`src/rtl/multicycle_state_seq_pkg.sv`:
```
// cpu_ctrl_pkg
// Shared definitions for the multicycle CPU control unit: the 3-bit control
// state encodings and the opcode constants. The next-state sequencer and the
// control-signal output decoder both import this package. The encodings
// therefore live in one place only.
// No ports (package).
package cpu_ctrl_pkg;

  // Control state encodings. The output decoder depends on these exact values.
  typedef enum logic [2:0] {
    ST_IF   = 3'b000,
    ST_ID   = 3'b001,
    ST_CEXE = 3'b010,
    ST_MEM  = 3'b011,
    ST_CWB  = 3'b100,
    ST_BEXE = 3'b101,
    ST_AEXE = 3'b110,
    ST_AWB  = 3'b111
  } state_e;

  localparam logic [5:0] OP_ADD  = 6'b000000;
  localparam logic [5:0] OP_SUB  = 6'b000001;
  localparam logic [5:0] OP_OR   = 6'b010000;
  localparam logic [5:0] OP_SW   = 6'b110000;
  localparam logic [5:0] OP_LW   = 6'b110001;
  localparam logic [5:0] OP_BEQ  = 6'b110100;
  localparam logic [5:0] OP_J    = 6'b111000;
  localparam logic [5:0] OP_HALT = 6'b111111;

  // Instruction class. Each class selects which path the sequencer takes out of ID.
  typedef enum logic [2:0] {
    OPC_ALU,
    OPC_BRANCH,
    OPC_MEM,
    OPC_JUMP,
    OPC_HALT,
    OPC_ILLEGAL
  } op_class_e;

  function automatic op_class_e op_class(input logic [5:0] op);
    op_class_e cls;
    case (op)
      OP_ADD, OP_SUB, OP_OR: cls = OPC_ALU;
      OP_BEQ:                cls = OPC_BRANCH;
      OP_SW, OP_LW:          cls = OPC_MEM;
      OP_J:                  cls = OPC_JUMP;
      OP_HALT:               cls = OPC_HALT;
      default:               cls = OPC_ILLEGAL;
    endcase
    return cls;
  endfunction

endpackage

```
`src/rtl/multicycle_state_seq_perf_counter.sv`:
```
// perf_counter
// This is a free-running event counter with an enable input. The count wraps
// modulo 2^CNT_W and does not saturate.
// Ports:
//   clk_i    system clock
//   rst_i    asynchronous active-high reset, clears the count
//   en_i     increment enable, sampled on the rising edge
//   count_o  current count
module perf_counter #(
  parameter int CNT_W = 32
) (
  input  logic             clk_i,
  input  logic             rst_i,
  input  logic             en_i,
  output logic [CNT_W-1:0] count_o
);

  logic [CNT_W-1:0] count_q;
  logic [CNT_W-1:0] count_d;

  always_comb begin
    count_d = count_q;
    if (en_i) begin
      count_d = count_q + CNT_W'(1);
    end
  end

  always_ff @(posedge clk_i or posedge rst_i) begin
    if (rst_i) begin
      count_q <= '0;
    end else begin
      count_q <= count_d;
    end
  end

  assign count_o = count_q;

endmodule

```
`src/rtl/multicycle_state_seq.sv`:
```
// multicycle_state_seq
// This is the next-state sequencer for the multicycle CPU control unit. It
// holds the 3-bit control state and advances it on every clock. The next state
// depends on the opcode and on the memory-ready handshake. The block also
// flags halt and illegal opcodes, pulses once per retired instruction, and
// keeps the cycle and retired-instruction counters.
// Ports:
//   clk_i            system clock; all state changes on the rising edge
//   rst_i            asynchronous active-high reset
//   opcode_i         IR opcode; sampled only in ID and MEM
//   mem_ready_i      memory completion; qualifies leaving IF and MEM
//   state_o          current control state (feeds the output decoder)
//   halted_o         sticky halt flag
//   illegal_op_o     sticky unknown-opcode flag
//   instr_done_o     one-cycle pulse aligned with the return to IF on retire
//   cycle_count_o    clocks since reset while not halted
//   retired_count_o  instructions retired since reset
module multicycle_state_seq
  import cpu_ctrl_pkg::*;
#(
  parameter int CNT_W = 32
) (
  input  logic             clk_i,
  input  logic             rst_i,
  input  logic [5:0]       opcode_i,
  input  logic             mem_ready_i,
  output logic [2:0]       state_o,
  output logic             halted_o,
  output logic             illegal_op_o,
  output logic             instr_done_o,
  output logic [CNT_W-1:0] cycle_count_o,
  output logic [CNT_W-1:0] retired_count_o
);

  state_e state_q, state_d;
  logic   halted_q, halted_d;
  logic   illegal_q, illegal_d;
  logic   instr_done_q;
  logic   retire_d;

  always_comb begin
    state_d   = state_q;
    halted_d  = halted_q;
    illegal_d = illegal_q;
    retire_d  = 1'b0;

    case (state_q)
      ST_IF: begin
        // A halted core parks in IF until reset and ignores the fetch handshake.
        if (!halted_q && mem_ready_i) begin
          state_d = ST_ID;
        end
      end
      ST_ID: begin
        case (op_class(opcode_i))
          OPC_ALU:    state_d = ST_AEXE;
          OPC_BRANCH: state_d = ST_BEXE;
          OPC_MEM:    state_d = ST_CEXE;
          OPC_JUMP: begin
            state_d  = ST_IF;
            retire_d = 1'b1;
          end
          OPC_HALT: begin
            state_d  = ST_IF;
            halted_d = 1'b1;
            retire_d = 1'b1;
          end
          default: begin
            state_d   = ST_IF;
            illegal_d = 1'b1;
          end
        endcase
      end
      ST_AEXE: state_d = ST_AWB;
      ST_AWB: begin
        state_d  = ST_IF;
        retire_d = 1'b1;
      end
      ST_BEXE: begin
        state_d  = ST_IF;
        retire_d = 1'b1;
      end
      ST_CEXE: state_d = ST_MEM;
      ST_MEM: begin
        if (mem_ready_i) begin
          // Only sw and lw can reach MEM. A store retires here, and a load
          // (the only other option) still has its write-back to do.
          if (opcode_i == OP_SW) begin
            state_d  = ST_IF;
            retire_d = 1'b1;
          end else begin
            state_d = ST_CWB;
          end
        end
      end
      ST_CWB: begin
        state_d  = ST_IF;
        retire_d = 1'b1;
      end
      default: state_d = ST_IF;
    endcase
  end

  always_ff @(posedge clk_i or posedge rst_i) begin
    if (rst_i) begin
      state_q      <= ST_IF;
      halted_q     <= 1'b0;
      illegal_q    <= 1'b0;
      instr_done_q <= 1'b0;
    end else begin
      state_q      <= state_d;
      halted_q     <= halted_d;
      illegal_q    <= illegal_d;
      instr_done_q <= retire_d;
    end
  end

  // The cycle counter is gated by the registered halt flag. The edge that
  // decodes halt therefore still counts, and counting stops after that edge.
  perf_counter #(.CNT_W(CNT_W)) u_cycle_cnt (
    .clk_i   (clk_i),
    .rst_i   (rst_i),
    .en_i    (!halted_q),
    .count_o (cycle_count_o)
  );

  perf_counter #(.CNT_W(CNT_W)) u_retired_cnt (
    .clk_i   (clk_i),
    .rst_i   (rst_i),
    .en_i    (retire_d),
    .count_o (retired_count_o)
  );

  assign state_o      = state_q;
  assign halted_o     = halted_q;
  assign illegal_op_o = illegal_q;
  assign instr_done_o = instr_done_q;

endmodule

```
`config.mk`:
```
export PLATFORM = sky130hd
export DESIGN_NAME = multicycle_state_seq
export DESIGN_NICKNAME = d
export VERILOG_FILES = /design/src/rtl/multicycle_state_seq_pkg.sv /design/src/rtl/multicycle_state_seq_perf_counter.sv /design/src/rtl/multicycle_state_seq.sv
export SDC_FILE = /design/constraint.sdc
export NUM_CORES = 1
export LEC_CHECK = 0
export CAP_MARGIN = 30
export CORE_MARGIN = 2
export CORE_UTILIZATION = 43
export DETAILED_ROUTE_END_ITERATION = 10
export GPL_TIMING_DRIVEN = 0
export PLACE_DENSITY = 0.82
export REMOVE_ABC_BUFFERS = 1
export SYNTH_ARGS = -nofsm -noshare
export SYNTH_HDL_FRONTEND = slang
export SYNTH_SLANG_ARGS = --single-unit
```
`constraint.sdc`:
```
create_clock -name clk_i -period 3.95 [get_ports clk_i]
set_clock_uncertainty 0.1 [all_clocks]
set_input_delay 0.5925 -clock clk_i [delete_from_list [all_inputs] [get_ports clk_i]]
set_output_delay 0.5925 -clock clk_i [all_outputs]
set_load 0.05 [all_outputs]
```
==> results.md <==
- Clock transition at path regs: ~0.07 ns
- Setup Slack @ Placement: 1.065 ns
- Initial drt markers: between 80 and 90
- Fin. max-slew vios: 0
- Nets@finish: between 400 and 500
- Fin cells: 500
- Cell count after synthesis: between 300 and 400
- Number of max-cap violations: 0
- PnR Total Power: around 2.1 mW
- Root Driver: clkbuf_8
- Layout cells sized above 1: 0.07286
- Num CTS Buffers: 9
- WP data arrival: between 2 and 3 ns
- Initial Util: 0.4429
- Gr ovfl total: 0
- Final setup fails: 0
- Die area: just under 9000 sq um
- Slew @ Worst Pin: roughly 0.85 ns
- Via density per instance: 5.176
- Number of flops mapped to enable cells by yosys: 0
- DRT Pass-1 Iters: 4
- Clock sink total: 70
- Worst EP required: 4.11 ns
- Mapped cell area: around 3400 sq um
- Final setup margin: approximately 1.4 ns
- Yosys warns: 0
- Layout area overhead: 29.66%
- Routed via count: about 2600
- Post-CTS Setup Inserts: 0
- DP HPWL: 4.944 mm
- Initial antenna violation count: 0
- Final Hold Fails: 0
- Placed insts: between 400 and 500
- CTS tree: yes
- Critical path launch point type: input port
- Drt drc: 0
- Power Dens Cells: ~480 nW/um^2
- Hold Buf Count CTS: 0
- Final WL: 6.969 mm
- Synth area leaders: dfrtp_1 51%, xnor2_1 12%, xor2_1 4.1%
- Hold Path Class: flip-flop to flip-flop
- Largest net degree at the start of global routing: between 70 and 80
- Crit Path Max Fanout: 27
- Ys flop type: dfrtp_1
- First-pass GRT wire length: about 12 mm
- Count of cell types in the netlist: 40
- FFs w/ async S/R, synth: 1.000
- I/O pin count: 79
- Share of the synthesized area in the top cell type: 0.5145
- N_diodes: 0
- Final Cycle Share: 0.6433
- Core Box Area: 7687 sq um
- Slew headroom: 0.4351
- Syn Area/Cell: ~11 sq um
- WS Path Type: input port to flip-flop
- PortBufs: a little under 80
- CTS Buffer Depth: 2
- CP Capture Type: flip-flop
- RSZ-0062 raised after global routing: false
- Setup TNS Final: 0 ns
- Worst Hold Slack: between 0.3 and 0.4 ns
- # H-tree levels: 3
- Worst-skew pair later-pin latency: between 0.3 and 0.4 ns
- Placer Congestion: about 0.82
- Peak supply drop: roughly 0.32 mV
- Routed Antenna Nets: 0
- Chip height: 92.98 um
- Total GRT Usage: 0.1718
- Row cnt: 32
- Status: finished, final reports clean
- DIE WIDTH: ~93 um
- Register area share after synthesis: 0.5145
- Max Clk Rate: between 0.3 and 0.4 GHz
- Drt wl/cell: between 10 and 15 um
- Min cycle time layout: between 2 and 3 ns
- Leak: roughly 1.9 nW
- Yosys reg bits: 70
- Vias in the first global route: approximately 2500
- # resized after CTS: 0
- Largest area contributor in the netlist: dfrtp_1
[metal layers]
| layer | routed length, um | part of all wire | track usage | vias up |
|---|---|---|---|---|
| met5 | 0 | 0 | 0 | - |
| met4 | 127 | 0.018 | 0.07353 | 0 |
| met3 | 292 | 0.042 | 0.03465 | 13 |
| met2 | 3404 | 0.49 | 0.2754 | 60 |
| met1 | 3144 | 0.45 | 0.2274 | 1265 |
| li1 | - | - | - | 1250 |
[cell type report]
class                      instances  area, sq um
fill                             667         3273
sequential                        70         1752
multi-input combinational        225         1545
timing repair buffer              78        780.7
clock buffer                      12        145.1
tap                              102        127.6
inverter                           9        41.29
clock inverter                     4        22.52
[kinds of logic after synthesis]
kind of cell	Yosys count	synth area share
AOI/OAI and AO/OA	19	0.03271
xor gates and xnor gates	62	0.1595
adders and majority gates	2	0.007349
buffers and inverters	18	0.03161
DFF	70	0.5145
muxes	1	0.003307
and+or+nand+nor	141	0.2510
[final timing paths]
| path | slack, ns | start | to | depth (start not counted) |
|---|---|---|---|---|
| min | 0.37 | u_cycle_cnt.count_o[31]$_DFFE_PP0N_ | u_cycle_cnt.count_o[31]$_DFFE_PP0N_ | 1 |
| min in group asynchronous | 0.70 | rst_i | u_retired_cnt.count_o[26]$_DFFE_PP0P_ | 2 |
| min reg2reg | 0.37 | u_cycle_cnt.count_o[31]$_DFFE_PP0N_ | u_cycle_cnt.count_o[31]$_DFFE_PP0N_ | 1 |
| max reg2reg | 1.80 | state_o[0]$_DFFE_PP0P_ | u_retired_cnt.count_o[10]$_DFFE_PP0P_ | 6 |
| max | 1.41 | opcode_i[0] | u_retired_cnt.count_o[10]$_DFFE_PP0P_ | 7 |
| max in group asynchronous | 2.51 | rst_i | u_cycle_cnt.count_o[25]$_DFFE_PP0N_ | 2 |
[where the power goes]
part	total [mW]	switching (mW)	internal (mW)
combinational	0.702	0.450	0.253
clock	0.498	0.256	0.242
sequential	0.908	0.115	0.793
[placed cells by master, fill, tap and decap left out, types with 3 or more instances in the layout]
| cell type | count |
|---|---|
| nor3_2 | 3 |
| nor2_1 | 22 |
| nand4_1 | 20 |
| nand2b_1 | 4 |
| xnor2_1 | 46 |
| dfrtp_1 | 70 |
| xor2_1 | 16 |
| and2_1 | 3 |
| nor3_1 | 7 |
| and4_1 | 8 |
| nand2_1 | 23 |
| clkinv_2 | 3 |
| clkbuf_8 | 10 |
| a21oi_1 | 9 |
| inv_1 | 7 |
| nand3_1 | 23 |
| clkdlybuf4s50_1 | 78 |
| and3_1 | 14 |
| o21ai_0 | 4 |
[per-stage QoR]
| step | cell area (sq um) | util |
|---|---|---|
| final | 4414 | 0.5742 |
| after global routing | 4414 | 0.5742 |
| after CTS | 4414 | 0.5742 |
| after detailed placement | 4247 | 0.5524 |
| after global placement | 4244 | 0.5521 |
| after floorplan | 3336 | - |
[synthesized netlist by cell type (all sizes together) (3+ instances only)]
master	count
a21oi	9
and2	3
and3	14
and4	8
buf	5
clkbuf	4
dfrtp	70
inv	8
nand2	23
nand2b	5
nand3	25
nand4	20
nor2	22
nor3	10
nor4	3
o21ai	4
xnor2	46
xor2	16
[state kept, by name (all words and copies together) (netlist names)]
signal                 cells
halted_o                   1
illegal_op_o               1
instr_done_o               1
state_o                    3
u_cycle_cnt.count_o       32
u_retired_cnt.count_o     32
[worst max-delay path, cell delays in order]
cell and delay [ns]:
clkdlybuf4s50_1 0.57, and3b_1 0.25, nand4_1 0.10, and4_1 0.52, clkinv_4 0.31, nand4_1 0.21
xnor2_1 0.13
Power figures use the tool's default switching activity.
